### src/rtl/alu_result_stage.sv
// rtl/alu_result_stage.sv - ALU result capture: overflow, condition code, trap hold, 2-entry skid buffer
module alu_result_stage #(
  parameter int WIDTH = 32,
  parameter int TAG_W = 5
) (
  input  logic             clk,
  input  logic             rst_n,
  input  logic             flush,
  input  logic             in_valid,
  output logic             in_ready,
  input  logic [0:WIDTH-1] in_r,
  input  logic             in_c,
  input  logic             in_n,
  input  logic             in_z,
  input  logic             in_a_sign,
  input  logic             in_b_sign,
  input  logic             in_add,
  input  logic             in_sub,
  input  logic             in_unsigned,
  input  logic             in_trap_en,
  input  logic [TAG_W-1:0] in_tag,
  output logic             out_valid,
  input  logic             out_ready,
  output logic [0:WIDTH-1] out_r,
  output logic [3:0]       out_cc,
  output logic [TAG_W-1:0] out_tag,
  output logic             out_trap,
  output logic             trap_pend
);
  typedef enum logic {RUN, TRAP_HOLD} state_t;

  state_t           state, state_n;
  logic             m_valid, s_valid, m_valid_n, s_valid_n;
  logic [0:WIDTH-1] m_r, s_r;
  logic [3:0]       m_cc, s_cc;
  logic [TAG_W-1:0] m_tag, s_tag;
  logic             m_trap, s_trap;

  logic             v_signed, v_unsigned, v, new_trap;
  logic [3:0]       new_cc;
  logic             accept, emit;
  logic             m_load_new, m_load_s, s_load_new;

  // bit 0 is the sign bit of the result
  assign v_signed   = (in_a_sign == in_b_sign) & (in_r[0] != in_a_sign);
  assign v_unsigned = in_sub ? ~in_c : in_c;
  assign v          = in_add & (in_unsigned ? v_unsigned : v_signed);
  assign new_cc     = {in_n, in_z, in_add & in_c, v};
  assign new_trap   = in_trap_en & v;

  assign accept = in_valid & in_ready;
  assign emit   = m_valid & out_ready;

  always_comb begin
    m_valid_n  = m_valid;
    s_valid_n  = s_valid;
    m_load_new = 1'b0;
    m_load_s   = 1'b0;
    s_load_new = 1'b0;
    state_n    = state;
    if (accept && emit) begin
      if (s_valid) begin
        m_load_s   = 1'b1;
        s_load_new = 1'b1;
      end else begin
        m_load_new = 1'b1;
      end
    end else if (emit) begin
      if (s_valid) begin
        m_load_s  = 1'b1;
        s_valid_n = 1'b0;
      end else begin
        m_valid_n = 1'b0;
      end
    end else if (accept) begin
      if (!m_valid) begin
        m_load_new = 1'b1;
        m_valid_n  = 1'b1;
      end else begin
        s_load_new = 1'b1;
        s_valid_n  = 1'b1;
      end
    end
    if (accept && new_trap) state_n = TRAP_HOLD;
  end

  // flush only clears valids and state; data registers keep their contents
  always_ff @(posedge clk or negedge rst_n) begin
    if (!rst_n) begin
      state     <= RUN;
      m_valid   <= 1'b0;
      s_valid   <= 1'b0;
      in_ready  <= 1'b0;
      trap_pend <= 1'b0;
      m_r       <= '0;
      m_cc      <= '0;
      m_tag     <= '0;
      m_trap    <= 1'b0;
      s_r       <= '0;
      s_cc      <= '0;
      s_tag     <= '0;
      s_trap    <= 1'b0;
    end else if (flush) begin
      state     <= RUN;
      m_valid   <= 1'b0;
      s_valid   <= 1'b0;
      in_ready  <= 1'b1;
      trap_pend <= 1'b0;
    end else begin
      state     <= state_n;
      m_valid   <= m_valid_n;
      s_valid   <= s_valid_n;
      in_ready  <= ~s_valid_n & (state_n == RUN);
      trap_pend <= (state_n == TRAP_HOLD);
      if (m_load_s) begin
        m_r    <= s_r;
        m_cc   <= s_cc;
        m_tag  <= s_tag;
        m_trap <= s_trap;
      end else if (m_load_new) begin
        m_r    <= in_r;
        m_cc   <= new_cc;
        m_tag  <= in_tag;
        m_trap <= new_trap;
      end
      if (s_load_new) begin
        s_r    <= in_r;
        s_cc   <= new_cc;
        s_tag  <= in_tag;
        s_trap <= new_trap;
      end
    end
  end

  assign out_valid = m_valid;
  assign out_r     = m_r;
  assign out_cc    = m_cc;
  assign out_tag   = m_tag;
  assign out_trap  = m_trap;
endmodule

### config.mk
export PLATFORM = sky130hd
export DESIGN_NAME = alu_result_stage
export DESIGN_NICKNAME = d
export VERILOG_FILES = /design/src/rtl/alu_result_stage.sv
export SDC_FILE = /design/constraint.sdc
export NUM_CORES = 1
export LEC_CHECK = 0
export CAP_MARGIN = 25
export CORE_UTILIZATION = 44
export DETAILED_ROUTE_END_ITERATION = 7
export PLACE_DENSITY = 0.76
export RECOVER_POWER = 100
export SYNTH_ARGS = -nofsm -noshare
export SYNTH_HDL_FRONTEND = slang
export SYNTH_SLANG_ARGS = --single-unit
### constraint.sdc
create_clock -name clk -period 1.6 [get_ports clk]
set_input_delay 0.32 -clock clk [delete_from_list [all_inputs] [get_ports clk]]
set_output_delay 0.32 -clock clk [all_outputs]
set_load 0.005 [all_outputs]
==> run_results.csv <==
group,metric,value,unit
floorplan,dieArea,8740,um2
critical_path,crit_required,1.28,ns
routing,drtAntennaViolNets,0,
yosys,synthCells,349,
job,max_cap_viol_count,0,
critical_path,regToRegSetupSlack,0.06,ns
run_status,outcome,"complete, no violations",
critical_path,reg2reg_to,"out_r[2]",
hold_path,hold_class,"in2async",
critical_path,endpoint_kind,"primary output",
yosys,yosys_warnings,0,
yosys,syn_nets,400,
critical_path,cp_num_buf_inv,1,
power,p_leak,2.23,nW
critical_path,r2r-start,"out_valid",
routing,detail_route.wl_per_cell,15.0,um
grt,grt_pass1_wl,13400,um
critical_path,cp-start-kind,"register",
critical_path,worst-endpoint-arrival,1.25,ns
critical_path,critPathSlowestCell,"clkdlybuf4s50_1",
yosys,ys.flop_type,"dfrtp_1",
sta,rsz0062_at_grt,"yes",
floorplan,rows,33,
placed_design,gp_congestion,0.791,
sta,hold_viol,0,
clock_network,cts.sinks,88,
clock_network,numCtsBuffers,9,
routing,drt_iter0_markers,125,
floorplan,start_util,0.451,
clock_network,cts_tree,"done",
grt,grt_pass1_vias,2920,
clock_network,path_clk_slew,0.09,ns
power,p_clk_frac,0.245,
yosys,syn_area,3680,um2
grt,grt_max_degree,89,
critical_path,worst-setup-path-type,"reg2out",
floorplan,die_y,93.5,um
critical_path,max_stage_delay,0.52,ns
power,p_sw_frac,0.268,
sta,period_share,0.983,
clock_network,h-tree-depth,3,
routing,drc,0,
sta,drv_slew,0,
sta,setup_viol,0,
finish,fillers,672,
yosys,ys_types,26,
power,cellPowerDensity,1120,nW/um2
power,seqPwrFrac,0.521,
power,power_switching,1.55,mW
critical_path,cp_cell_sequence,"clkdlybuf4s50_1",
finish,layout-drive-gt1-share,0.188,
yosys,yosysSeqAreaShare,0.598,
power,p_comb_frac,0.234,
floorplan,io_pins,96,
placed_design,dpl.hpwl,5550,um
finish,diodes,0,
placed_design,placed_cell_area,4910,um2
grt,track_usage,0.197,
sta,setup_ws,0.0275,ns
routing,dr.pass1.iters,4,
floorplan,core_area,8180,um2
yosys,synth-edff-count,0,
finish,final_area,5160,um2
placed_design,post-place-ws,-0.345,ns
sta,layout_min_cycle_time,1.57,ns
clock_network,max-clock-path-buffers,2,
sta,clock.fmax,0.636,GHz
yosys,syn_area_per_cell,10.6,um2
finish,num-nets-final,509,
routing,vias,2950,
critical_path,crit_family,"buffers and inverters",
floorplan,die_w,93.5,um
finish,area_growth,40.1,%
sta,finClkSkew,0.0128,ns
clock_network,holdBufCountCts,0,
grt,globalRouteOverflowTotal,0,
critical_path,path_max_fanout,2,
placed_design,io_buffers,95,
sta,slew-limit-headroom,0.220,
routing,wl,8520,um
critical_path,r2r_cells,6,
clock_network,cts_root_buf,"clkbuf_8",
yosys,synth-async-reset-ratio,1.00,
finish,finish.utilization,0.631,
power,intPower,4.24,mW
power,peakVddDrop,0.613,mV
routing,via_per_inst,5.19,
sta,worst_slew_pin_slew,1.17,ns
yosys,ys_seq_elements,88,
grt,antenna_found_initial,0,
clock_network,clkLatencyLatePin,0.35,ns
power by group through the flow:
| stage | logic, mW | registers (mW) | clock network (mW) |
|---|---|---|---|
| floorplan | 0.565 | 3.01 | 0 |
| global placement | 1.29 | 3.03 | 0 |
| detailed placement | 1.34 | 3.06 | 0 |
| CTS | 1.35 | 3.02 | 1.46 |
| global route | 1.48 | 3.08 | 1.55 |
| finish | 1.35 | 3.02 | 1.42 |
placed cells by master, fill, tap and decap left out, types with 2 or more instances in the layout:
master,count
a31oi_1,41
buf_12,5
buf_4,16
buf_6,2
clkbuf_16,2
clkbuf_4,2
clkbuf_8,10
clkdlybuf4s25_1,3
clkdlybuf4s50_1,88
clkinv_4,2
clkinvlp_4,2
dfrtp_1,87
dlygate4sd2_1,2
mux2_2,39
nand2_1,88
nand2b_1,2
nand3_1,3
nor2_1,44
o21ai_0,4
sequential cells by signal (all words and copies together) (netlist names):
name	flops
state	1
s_trap	1
out_valid	1
out_cc	4
s_r	32
s_cc	4
s_valid	1
out_trap	1
s_tag	5
in_ready	1
out_r	32
out_tag	5
how the worst max path moves through the flow:
stage / start / to / slack [ns] / cells past startpoint
after floorplan: in_ready / s_cc[2] / 0.09 / 5
after global placement: in_valid / s_r[26] / -0.30 / 5
after detailed placement: in_valid / s_r[18] / -0.35 / 5
after CTS: out_trap / out_trap / 0.02 / 1
after global routing: out_r[12] / out_r[12] / -0.02 / 1
final: out_trap / out_trap / 0.03 / 1
routing by layer:
| metal | global-route usage | share of wire | vias up |
|---|---|---|---|
| met1 | 0.244 | 0.43 | 1442 |
| met5 | 0 | 0 | - |
| li1 | - | - | 1408 |
| met3 | 0.0382 | 0.045 | 17 |
| met2 | 0.336 | 0.50 | 83 |
| met4 | 0.0808 | 0.021 | 0 |
synth_stat cells, drive strengths merged, types with 2 or more instances:
library cell	n	area [um2]
clkbuf	9	33.8
nand2b	2	12.5
nor2	44	165
dfrtp	88	2200
nand3	4	20.0
buf	14	77.6
nand2	89	334
a31oi	41	257
mux2	39	439
o21ai	4	20.0
cell families after synthesis:
group           count (synthesis)  synth area share
flops                          88             0.598
simple gates                  144             0.155
buf+inv                        24            0.0312
xor+xnor                        1           0.00238
mux                            40             0.122
compound gates                 52            0.0917
final cells by class:
cell class | instances | area, um2 | area share
Clock buffer | 11 | 141 | 0.0274
Clock inverter | 5 | 41.3 | 0.00800
Inverter | 1 | 3.75 | 0.000727
Multi-Input combinational cell | 237 | 1390 | 0.269
Sequential cell | 88 | 2200 | 0.427
Tap cell | 105 | 131 | 0.0255
Timing Repair Buffer | 121 | 1250 | 0.242
timing repair:
item / in CTS / in global routing
setup endpoints to repair: 2 / 33
buffers inserted: 1 / 1
gates resized for setup: 3 / 7
gates cloned: 0 / 2
pin swaps: 0 / 1
stage by stage:
stage | std cells | power [mW] | TNS [ns] | hold WS (ns)
after detailed placement | 548 | 4.40 | -24.46 | 0.400
after global placement | 548 | 4.32 | -20.61 | 0.395
after floorplan | 349 | 3.58 | 0 | 0.0244
after CTS | 565 | 5.82 | 0 | 0.0208
after global routing | 568 | 6.11 | -0.0297 | 0.446
final | 568 | 5.79 | 0 | 0.343
Note: power is estimated with default switching activity, not from simulation.
